--- config.mk ---
export PLATFORM = sky130hd
export DESIGN_NAME = div_unit
export DESIGN_NICKNAME = d
export VERILOG_FILES = /design/src/rtl/div_unit_pkg.sv /design/src/rtl/div_step.sv /design/src/rtl/div_unit.sv
export SDC_FILE = /design/constraint.sdc
export NUM_CORES = 1
export LEC_CHECK = 0
export ABC_AREA = 1
export CORE_MARGIN = 1.5
export CORE_UTILIZATION = 42
export DETAILED_ROUTE_END_ITERATION = 6
export GPL_ROUTABILITY_DRIVEN = 0
export HOLD_SLACK_MARGIN = 0.15
export PLACE_DENSITY = 0.62
export SYNTH_ARGS = -nofsm -noshare
export SYNTH_HDL_FRONTEND = slang
export SYNTH_SLANG_ARGS = --single-unit
export TNS_END_PERCENT = 1
--- constraint.sdc ---
create_clock -name clk -period 11.8 [get_ports clk]
set_input_delay 2.36 -clock clk [delete_from_list [all_inputs] [get_ports clk]]
set_output_delay 2.36 -clock clk [all_outputs]
set_load 0.01 [all_outputs]
--- src/rtl/div_unit_pkg.sv ---
// div_unit_pkg: shared func3 op encodings, FSM state encoding and iteration count for div_unit
package div_unit_pkg;
  localparam logic [2:0] F3_DIV = 3'b100;
  localparam logic [2:0] F3_DIVU = 3'b101;
  localparam logic [2:0] F3_REM = 3'b110;
  localparam logic [2:0] F3_REMU = 3'b111;
  localparam int DIV_ITERS = 32;
  typedef enum logic [1:0] {S_IDLE = 2'd0, S_BUSY = 2'd1, S_FIX = 2'd2, S_DONE = 2'd3} state_t;
endpackage

--- src/rtl/div_step.sv ---
// div_step: one combinational radix-2 restoring iteration (shift remainder:dividend, trial-subtract divisor)
module div_step
  import div_unit_pkg::*;
#(
  parameter int XLEN = DIV_ITERS
) (
  input  logic [XLEN-1:0] rem,
  input  logic [XLEN-1:0] dvd,
  input  logic [XLEN-1:0] dvs,
  output logic [XLEN-1:0] rem_n,
  output logic [XLEN-1:0] dvd_n,
  output logic            q_bit
);
  logic [XLEN:0] sh, diff;
  assign sh = {rem, dvd[XLEN-1]};
  assign diff = sh - {1'b0, dvs};
  assign q_bit = ~diff[XLEN];
  assign rem_n = q_bit ? diff[XLEN-1:0] : sh[XLEN-1:0];
  assign dvd_n = {dvd[XLEN-2:0], 1'b0};
endmodule

--- src/rtl/div_unit.sv ---
// div_unit: multi-cycle RV32M DIV/DIVU/REM/REMU restoring divider; define DIV_FAST_PATH_EN to finish divide-by-zero and overflow in one cycle
module div_unit
  import div_unit_pkg::*;
#(
  parameter int XLEN = DIV_ITERS
) (
  input  logic            clk,
  input  logic            rst,
  input  logic            start,
  input  logic [2:0]      func3,
  input  logic [XLEN-1:0] op_a,
  input  logic [XLEN-1:0] op_b,
  input  logic            flush,
  output logic            busy,
  output logic            done,
  output logic [XLEN-1:0] result
);
  localparam int CW = $clog2(XLEN) + 1;
  state_t state, nxt;
  logic [XLEN-1:0] rem, dvd, dvs, rem_n, dvd_n, a_abs, b_abs, init_rem, init_dvd;
  logic [CW-1:0] cnt;
  logic sel_rem, q_neg, r_neg, sgn, a_neg, b_neg, accept, last, fast, q_bit, unused_f3;
  assign unused_f3 = func3[2];
  assign sgn = ~func3[0];
  assign a_neg = sgn & op_a[XLEN-1];
  assign b_neg = sgn & op_b[XLEN-1];
  assign a_abs = a_neg ? -op_a : op_a;
  assign b_abs = b_neg ? -op_b : op_b;
  assign accept = (state == S_IDLE || state == S_DONE) && start && !flush;
  assign last = cnt == CW'(XLEN - 1);
`ifdef DIV_FAST_PATH_EN
  logic ovf;
  assign ovf = sgn & (op_a == {1'b1, {(XLEN-1){1'b0}}}) & (&op_b);
  assign fast = ovf | ~|op_b;
  assign init_rem = fast ? (ovf ? '0 : a_abs) : '0;
  assign init_dvd = fast ? (ovf ? {1'b1, {(XLEN-1){1'b0}}} : '1) : a_abs;
`else
  assign fast = 1'b0;
  assign init_rem = '0;
  assign init_dvd = a_abs;
`endif
  div_step #(.XLEN(XLEN)) u_step (
    .rem(rem),
    .dvd(dvd),
    .dvs(dvs),
    .rem_n(rem_n),
    .dvd_n(dvd_n),
    .q_bit(q_bit)
  );
  always_comb
    nxt = flush ? S_IDLE :
          accept ? (fast ? S_FIX : S_BUSY) :
          state == S_BUSY ? (last ? S_FIX : S_BUSY) :
          state == S_FIX ? S_DONE :
          state == S_DONE ? S_IDLE : state;
  always_ff @(posedge clk or posedge rst)
    if (rst) state <= S_IDLE;
    else state <= nxt;
  always_ff @(posedge clk or posedge rst)
    if (rst) begin
      sel_rem <= 1'b0;
      q_neg <= 1'b0;
      r_neg <= 1'b0;
      cnt <= '0;
      rem <= '0;
      dvd <= '0;
      dvs <= '0;
      result <= '0;
    end else if (accept) begin
      sel_rem <= func3[1];
      q_neg <= (a_neg ^ b_neg) & (|op_b);
      r_neg <= a_neg;
      cnt <= '0;
      rem <= init_rem;
      dvd <= init_dvd;
      dvs <= b_abs;
    end else if (state == S_BUSY) begin
      rem <= rem_n;
      dvd <= dvd_n | XLEN'(q_bit);
      cnt <= cnt + 1'b1;
    end else if (state == S_FIX && !flush)
      result <= sel_rem ? (r_neg ? -rem : rem) : (q_neg ? -dvd : dvd);
  assign busy = state == S_BUSY || state == S_FIX;
  assign done = state == S_DONE;
endmodule

# Yosys cells after proc, flatten, opt, wreduce, memory -nomap -nowiden

Cells that the tools add are included.

Register bits: 139
Latch bits: 0
Bits in writable memories: 0
ROM bits: 0
Logic and storage cells: 57
Memories: 0

Add/subtract/negate cells: 6
Multiply operators: 0
Div/mod/pow operators: 0
$lt $le $gt $ge: 0
Eq/ne operators: 4
Shift-type cells: 0
Muxes and demuxes: 18
Bitwise gates (word level): 9
Reduce and logical (&&, ||, !) cells: 11

Operator list:

| kind                                          | number |
|---|---|
| two-way mux 32 bit                            | 10 |
| negation 32 bit                               | 4 |
| subtractor 33 x 32 -> 33 bit                  | 1 |
| OR 32 x 1 -> 32 bit                           | 1 |
| OR reduction 32 bit                           | 1 |
| two-way mux 2 bit                             | 6 |
| two-way mux 6 bit                             | 2 |
| adder 6 x 1 -> 6 bit, second input constant   | 1 |
| == test 6 x 5 -> 1 bit, second input constant | 1 |
| nonzero test 5 bit                            | 1 |
| == test 2 bit, second input constant          | 2 |
| NOT 1 bit                                     | 4 |
| bitwise AND 1 bit                             | 3 |
| logical AND 1 bit                             | 3 |
| AND reduction 3 bit                           | 1 |
| == test 2 x 1 -> 1 bit, second input constant | 1 |
| zero test 2 bit                               | 1 |
| logical OR 1 bit                              | 2 |
| nonzero test 2 bit                            | 1 |
| zero test 1 bit                               | 1 |
| bitwise XOR 1 bit                             | 1 |

# Longest topological paths before layout

Gate-level depths: netlist of the first run.

Word-level depth: 6
Depth in mapped cells: 18

# Hierarchy

From an unflattened synthesis of the first run, not the netlist that was laid out.

Cells, all modules: 2291
Area, all modules: 13217.7 µm²

Modules (own cells, without submodules):

| module   | instances | cells an instance | area each (µm²) |
|---|---|---|---|
| div_unit | 1         | 1575              | 9810.7 |
| div_step | 1         | 716               | 3407.0 |

# Least setup slack after synthesis of the first run

OpenSTA, ideal clock, no wires.

Path type: input-to-reg
From: in op_a[0]
To: reg dvd[18]
Setup time: 0.118 ns
Arrival: 3.569 ns
Required time: 11.682 ns
Path slack: 8.113 ns
Stages on the path: 12
Cell sequence: inv_1 ha_1 nand3_1 inv_1 nand2_1 nor2_1 inv_1 nor2_1 nand4_1 a21o_1 nand3_1 nand2_1

Word-level cells in the longest chain between the ends: 3

RTL lines:

| element                | RTL line       | text |
|---|---|---|
| start: declaration     | div_unit.sv:11 | `input logic [XLEN-1:0] op_a,` |
| negation 32 bit        | div_unit.sv:27 | `assign a_abs = a_neg ? -op_a : op_a;` |
| two-way mux 32 bit     | div_unit.sv:27 |  |
| two-way mux 32 bit     | div_unit.sv:69 | `end else if (accept) begin` |
| end signal: assignment | div_unit.sv:75 | `dvd <= init_dvd;` |
| end signal: assignment | div_unit.sv:79 | `dvd <= dvd_n \| XLEN'(q_bit);` |
| end: declaration       | div_unit.sv:20 | `logic [XLEN-1:0] rem, dvd, dvs, rem_n, dvd_n, a_abs, b_abs, init_rem, init_dvd;` |

No other way between the ends.
A chain may end at the register's enable or synchronous reset.

# Worst setup path after layout of the first run

From: in flush
To: reg dvd[19]

Word-level cells in the longest chain between the ends: 3

RTL lines:

| element                                                  | RTL line       | text |
|---|---|---|
| start: declaration                                       | div_unit.sv:13 | `input logic flush,` |
| zero test 1 bit *                                        | div_unit.sv:29 | `assign accept = (state == S_IDLE \|\| state == S_DONE) && start && !flush;` |
| logical AND 1 bit *                                      | div_unit.sv:29 |  |
| two-way mux 32 bit or nonzero test 2 bit (tied branches) | n/a            |  |

Every way passes the cells marked *; elsewhere a longest branch is shown, timed or not.

==> out/metrics.yaml, run 1 <==
cp.arrival_ps: 5190
async_reset_ff_share_pct: 100
n_fill_cell: 3075
max_cap_violations: 0
holdCritPathClass: "register to register"
synthCells: 2029
wire_per_inst_um: 16.0
setup_tns_ps: 0
status: "finished, final reports clean"
design_area_um2: 14300
grtUsageTotal_pct: 26.4
vias: 13100
slew_headroom_pct: 37.1
skew_ps: 18.0
htree_num_levels: 4
pwr-share-seq_pct: 21.7
core_area_um2: 28900
die_h_um: 175
post_synth_most_frequent_cells: "650 x nand2_1, 287 x inv_1, 226 x nand3_1, 190 x nor2_1, 139 x dfrtp_1"
via_per_inst: 5.25
cts_resized: 0
fmax_mhz: 207
hold_viol: 0
drt_wl_total_mm: 39.9
area_growth_pct: 15.2
grt_max_degree: 73
drt_pre_antenna_iters: 6
peakVddDrop_v: 0.000149
start_util_pct: 43.0
tritoncts: "done"
antenna_left: 0
antenna_found_initial: 1
drive_gt1_share_pct: 6.05
fin_nets: 2214
synth-warning-count: 0
clk_pin_slew_ps: 60
ys_seq_elements: 139
synth_edf_count: 0
combPwrFrac_pct: 65.3
clock_latency_ps: 440
rows: 62
p_per_area_nw_per_um2: 283
hold_ws_ps: 483
synth_most_common_cell: "nand2_1"
die-area_um2: 30700
syn_nets: 2141
synth_area_um2: 12500
route.detailed.drc: 0
critPathRequiredTime_ps: 12160
cts_setup_buffers: 0
synth.area.top_cells: "dfrtp_1 28%, nand2_1 20%, nand3_1 9.1%, inv_1 8.7%, nor2_1 5.7%"
grt_pass1_wl_mm: 63.5
synth-main-ff-cell: "dfrtp_1"
gr-total-overflow: 0
grt_pass1_vias: 12000
worst_pin_slew_ps: 944
cp_max_fo: 59
power.switching_mw: 2.18
period_share_pct: 40.9
syn_avg_cell_area_um2: 6.14
drt-initial-drc-count: 1177
cts.sinks: 139
ys_seq_area_share_pct: 27.9
seq_area_um2: 3480
post-dp-hpwl_mm: 31.5
utilization_pct: 49.6
place_area_um2: 13800
slew_viol_final: 0
setup_violations: 0
die_w_um: 175
p_clk_share_pct: 13.0
p_sw_share_pct: 53.7
multi_input_area_um2: 7580
antenna_cells: 0
cts_buffers: 17
yosys.area.top_type: "dfrtp_1"
yosysUniqueCellTypes: 49
io_pins: 105
cts_hold_buf: 0
worstSetupPathType: "primary input to register"
critPathLaunchType: "primary input"
critPathCaptureType: "register"
io_buffers: 103
cts_root_buf: "clkbuf_16"
yosysTopAreaCellShare_pct: 27.9
clock_path_buffers: 2
intPower_mw: 1.88
p_leak_nw: 7.22
period_needed_ps: 4820
rsz0062_at_grt: "false"
power groups by stage:
| stage | Sequential (mW) | Combinational, mW | Clock [mW] |
|---|---|---|---|
| after floorplan | 0.829 | 1.94 | 0 |
| after global placement | 0.883 | 2.59 | 0 |
| after detailed placement | 0.885 | 2.63 | 0 |
| after CTS | 0.878 | 2.64 | 0.535 |
| after global routing | 0.907 | 2.97 | 0.555 |
| final | 0.881 | 2.65 | 0.529 |
metal layers:
metal / vias to the layer above / global-route usage, % / wire length (µm)
li1: 6644 / - / -
met1: 6023 / 37.7 / 19100
met3: 65 / 3.37 / 2240
met5: - / 0 / 0
met2: 399 / 40.6 / 17300
met4: 0 / 9.83 / 1240
cell families after synthesis:
| logic type | share of synthesized area, % |
|---|---|
| simple gates | 42.1 |
| buf+inv | 11.5 |
| fa+ha+maj | 4.18 |
| flops | 27.9 |
| compound gates | 11.8 |
| xor+xnor | 2.53 |
state kept, by name, indices dropped and copies added, names as in the netlist:
name / count
rem: 32
state: 2
result: 32
q_neg: 1
cnt: 6
dvd: 32
sel_rem: 1
r_neg: 1
dvs: 32
critical path, cell delays in order:
cell and delay (ps):
clkdlybuf4s50_1 560, nor2_4 50, buf_4 330, nor2_4 140
buf_4 470, clkinv_1 700, o22ai_1 400, o21bai_1 150
metrics by stage:
stage          power [mW]  instances  worst slack, ps
4_1_cts              4.05       2499             6970
2_1_floorplan        2.77       2029             5720
5_1_grt              4.43       2499             6720
3_5_place_dp         3.51       2467             6520
3_3_place_gp         3.47       2467             6520
6_report             4.06       2499             6980
path summary, 6_finish.rpt:
path	from	end	slack, ps	depth (start not counted)
hold reg to reg	dvs[19]$_DFFE_PP0P_	dvs[19]$_DFFE_PP0P_	480	2
setup reg to reg	state[0]$_DFFE_PP0P_	dvd[19]$_DFFE_PP0N_	8590	10
setup / recovery	flush	dvd[19]$_DFFE_PP0N_	6980	8
max in group asynchronous	rst	dvs[17]$_DFFE_PP0P_	8050	3
min in group asynchronous	rst	result[3]$_DFFE_PP0P_	2400	2
hold / removal	dvs[19]$_DFFE_PP0P_	dvs[19]$_DFFE_PP0P_	480	2
final cells by class:
| cell class | count | area share [%] |
|---|---|---|
| sequential | 139 | 24.3 |
| tap | 384 | 3.35 |
| multi-input combinational | 1530 | 52.8 |
| timing repair buffer | 113 | 7.71 |
| clock buffer | 22 | 3.31 |
| inverter | 301 | 7.91 |
| clock inverter | 10 | 0.637 |
cell usage in the layout (no fill, tap or decap), types with 11 or more instances in the layout:
cell             instances
inv_1                  286
ha_1                    40
nand3_1                226
a21oi_1                 71
xnor2_1                 15
nor2_1                 185
o221ai_1                19
a31oi_1                 20
nand3_2                 21
nand2_1                650
dfrtp_1                139
nand3b_1                11
nand2_2                 31
xor2_1                  21
nor3_1                  24
clkdlybuf4s50_1        103
clkbuf_16               17
o21ai_0                106
nand4_1                 19
(Power assumes the default switching activity.)
==> run 2, diff against run 1 <==
Settings changed: PLACE_DENSITY 0.62 to 0.64.
Clock period 11.8 ns to 4 ns, I/O delays scaled along.
==> run 2 against run 1 <==
Die area stayed put. Worst setup slack lost 5700 ps. Critical path depth is 1 lower. Global-route usage down 0.28 points. Register-to-register slack got worse by 7300 ps. Routed wire length shrank 0.69%. Sequential power grew to 2.9 times the previous value. Total power grew to 2.9 times the previous value. Final cell count about the same. Design area is 0.21% higher. Largest power group unchanged.
==> out/metrics.yaml, run 2 (synthesized netlist as in run 1, its figures left out) <==
setup_tns_ps: 0
p_leak_nw: 7.23
cp.arrival_ps: 3100
cp_max_fo: 33
io_buffers: 103
clk_pin_slew_ps: 60
cts.sinks: 139
slew_viol_final: 0
route.detailed.drc: 0
min_to: "dvs[31]$_DFFE_PP0P_"
peakVddDrop_v: 0.000413
antenna_cells: 0
fin_nets: 2217
r2r-end: "rem[30]$_DFFE_PP0N_"
critPathCaptureType: "register"
rsz0062_at_grt: "false"
die-area_um2: 30700
n_fill_cell: 3016
p_per_area_nw_per_um2: 834
drt-initial-drc-count: 1333
cts_hold_buf: 0
grt_pass1_wl_mm: 63.5
worst_pin_slew_ps: 849
grt_max_degree: 77
wire_per_inst_um: 15.8
gr-total-overflow: 0
via_per_inst: 5.26
reg2reg_slack_ps: 1310
fmax_mhz: 363
die_w_um: 175
period_needed_ps: 2750
drt_pre_antenna_iters: 6
vias: 13100
max_cap_violations: 0
final_common_cell: "nand2_1"
tritoncts: "done"
critPathLaunchType: "primary input"
worst_hold_path.num_cells: 2
setup_slack_ps: 1250
post-dp-hpwl_mm: 31.5
grt_pass1_vias: 12000
r2r_start: "dvd[31]$_DFFE_PP0N_"
pre_cts_ws_ps: 866
cts_root_buf: "clkbuf_16"
worstSetupPathType: "primary input to register"
setup_violations: 0
core_area_um2: 28900
period_share_pct: 68.8
drive_gt1_share_pct: 6.19
final_cell_mix: "650 x nand2_1, 286 x inv_1, 226 x nand3_1"
cts_buffers: 17
drt_wl_total_mm: 39.6
area_growth_pct: 15.4
htree_num_levels: 4
antenna_left: 0
grtUsageTotal_pct: 26.1
skew_ps: 16.9
cts_resized: 0
hold_viol: 0
antenna_found_initial: 0
cts_setup_buffers: 0
status: "finished, final reports clean"
slew_headroom_pct: 43.1
worstRegToRegCells: 17
die_h_um: 175
hold_start: "dvs[31]$_DFFE_PP0P_"
clock_path_buffers: 2
rows: 62
holdCritPathClass: "register to register"
io_pins: 105
critPathRequiredTime_ps: 4350
clock_latency_ps: 430
start_util_pct: 43.0
run 2: per-layer routing:
metal | GRT usage, % | share of wire, % | up-vias
met5 | 0 | 0 | -
met4 | 7.44 | 2.1 | 0
met3 | 2.85 | 5.9 | 52
met2 | 40.3 | 44 | 434
met1 | 38.3 | 48 | 6000
li1 | - | - | 6657
run 2: layout make-up:
cell class                 instances  area [µm²]  share of cell area [%]
clock buffer                      18         429                    2.99
clock inverter                    13         120                   0.836
inverter                         301        1130                    7.89
multi-input combinational       1530        7580                    52.7
sequential                       139        3480                    24.2
tap                              384         480                    3.34
timing repair buffer             116        1150                    8.03
run 2: where the power goes:
part           total (mW)  switching [mW]  internal [mW]
combinational        7.87            5.22           2.65
clock                1.52           0.668          0.856
sequential           2.59           0.589           2.00
total                12.0            6.48           5.51
run 2: critical path, stage by stage:
cell and delay (ps):
clkdlybuf4s50_1 560, nor2_4 60, buf_4 250, nor2_4 330, clkinv_1 530, o22ai_1 400, o21bai_1 160
run 2: worst max path at each step:
stage	startpoint	endpoint	slack, ps	depth (start not counted)
floorplan	rst	cnt[0]$_DFFE_PP0N_	1460	1
global placement	flush	dvd[24]$_DFFE_PP0N_	880	7
detailed placement	flush	dvd[27]$_DFFE_PP0N_	870	7
CTS	dvd[31]$_DFFE_PP0N_	rem[30]$_DFFE_PP0N_	1310	17
global route	dvd[31]$_DFFE_PP0N_	rem[30]$_DFFE_PP0N_	1030	17
finish	flush	dvd[27]$_DFFE_PP0N_	1250	7
run 2: stage by stage:
step	power [mW]	instance area (µm²)	hold WS [ps]	std cells	util (%)
2_1_floorplan	8.17	12500	449	2029	-
3_3_place_gp	10.2	13800	463	2470	47.8
3_5_place_dp	10.4	13800	466	2470	47.8
4_1_cts	11.9	14400	483	2501	49.7
5_1_grt	13.1	14400	494	2501	49.7
6_report	12.0	14400	477	2501	49.7
==> run 3, diff against run 2 <==
Settings changed: PLACE_DENSITY 0.64 to 0.62.
Clock period 4 ns to 2.9 ns, I/O delays scaled along.
==> run 3 against run 2 <==
Largest power group unchanged. Routed wire length rose by 2.3%. Combinational power up 40%. Sequential share of layout area down 0.41 points. Total power grew 40%. Sequential power grew 36%. Utilization up 0.85 points. Register-to-register slack lost 1100 ps. Clock-buffer cell count up 3. Non-clock buffer count up 20. Global-route usage increased by 0.53 points.
==> out/metrics.yaml, run 3 (synthesized netlist as in run 1, its figures left out) <==
p_leak_nw: 7.36
post-dp-hpwl_mm: 32.5
rsz0062_at_grt: "false"
max_cap_violations: 0
placedCellCount: 2490
p_per_area_nw_per_um2: 1150
fmax_mhz: 376
setup_tns_ps: 0
io_pins: 105
drt-initial-drc-count: 1116
drive_gt1_share_pct: 7.02
slew_headroom_pct: 52.7
setup_violations: 0
drt_wl_total_mm: 40.5
cts_resized: 0
grt_pass1_vias: 12000
worstRegToRegCells: 17
critPathLaunchType: "register"
pre_cts_ws_ps: 277
start_util_pct: 43.0
antenna_cells: 0
vias: 13300
multi_input_area_um2: 7580
worst_pin_slew_ps: 706
status: "finished, final reports clean"
design_area_um2: 14600
n_fill_cell: 2996
place_area_um2: 14000
die_w_um: 175
startpoint: "dvd[31]$_DFFE_PP0N_"
die_h_um: 175
period_share_pct: 91.8
critPathRequiredTime_ps: 3230
cts_root_buf: "clkbuf_16"
period_needed_ps: 2660
antenna_found_initial: 0
worst_hold_path.num_cells: 2
clk_pin_slew_ps: 60
clock_path_buffers: 2
r2r-end: "rem[30]$_DFFE_PP0N_"
die-area_um2: 30700
cts_setup_buffers: 0
final_common_cell: "nand2_1"
cts_buffers: 17
clock_latency_ps: 440
peakVddDrop_v: 0.000533
setup_slack_ps: 239
route.detailed.drc: 0
tritoncts: "done"
core_area_um2: 28900
wire_per_inst_um: 16.1
seq_area_um2: 3480
crit_end: "rem[30]$_DFFE_PP0N_"
power_mw: 16.8
slew_viol_final: 0
cp_max_fo: 24
gr-total-overflow: 0
via_per_inst: 5.28
stdcell_count: 2520
area_growth_pct: 17.4
cts.sinks: 139
skew_ps: 11.2
htree_num_levels: 4
cp.arrival_ps: 2990
r2r_start: "dvd[31]$_DFFE_PP0N_"
drt_pre_antenna_iters: 6
grt_pass1_wl_mm: 64.0
holdCritPathClass: "register to register"
io_buffers: 103
fin_nets: 2237
hold_viol: 0
grtUsageTotal_pct: 26.6
worstSetupPathType: "register to register"
antenna_left: 0
reg2reg_slack_ps: 240
grt_max_degree: 49
final_cell_mix: "650 x nand2_1, 286 x inv_1, 226 x nand3_1"
rows: 62
cts_hold_buf: 0
critPathCaptureType: "register"
run 3: worst max-delay path, cell delays in order, from the launching register on:
cell	delay, ps
dfrtp_1	400
inv_1	120
ha_1	250
fa_1	410
inv_1	110
nand2_1	60
nand2_1	70
nand3_1	80
nand2_2	120
nand2_2	70
nand2_4	70
nand2_4	70
nand2_4	100
nand2_8	130
nand2_8	230
nand3_1	120
nand2_1	80
nand2_1	40
run 3: metal layers:
layer | GRT usage, % | up-vias | routed length, µm
met5 | 0 | - | 0
met4 | 8.44 | 0 | 991
met3 | 3.15 | 54 | 2420
met2 | 41.7 | 439 | 18000
met1 | 38.1 | 6117 | 19100
li1 | - | 6696 | -
run 3: metrics by stage:
stage | util, % | hold slack, ps
3_5_place_dp | 48.4 | 466
3_3_place_gp | 48.4 | 464
2_1_floorplan | - | 449
4_1_cts | 50.5 | 481
5_1_grt | 50.5 | 494
6_report | 50.5 | 480
run 3: report_power, final:
group          switching (mW)  internal, mW
Sequential              0.755          2.77
Clock                   0.891          1.42
Combinational            7.27          3.74
Total                    8.92          7.92
run 3: final cells by class:
type,count,share of cell area [%]
clock buffers,21,3.22
flip-flops and latches,139,23.8
inverters,301,7.76
clock inverters,9,0.933
well taps,384,3.29
multi-input cells,1530,51.8
repair buffers,136,9.18
run 3: worst min-delay path by stage:
stage / startpoint / endpoint / slack, ps
final: result[28]$_DFFE_PP0P_ / result[28]$_DFFE_PP0P_ / 480
after global routing: result[22]$_DFFE_PP0P_ / result[22]$_DFFE_PP0P_ / 490
after floorplan: dvs[31]$_DFFE_PP0P_ / dvs[31]$_DFFE_PP0P_ / 450
after CTS: result[28]$_DFFE_PP0P_ / result[28]$_DFFE_PP0P_ / 480
after detailed placement: result[28]$_DFFE_PP0P_ / result[28]$_DFFE_PP0P_ / 470
after global placement: dvs[31]$_DFFE_PP0P_ / dvs[31]$_DFFE_PP0P_ / 460
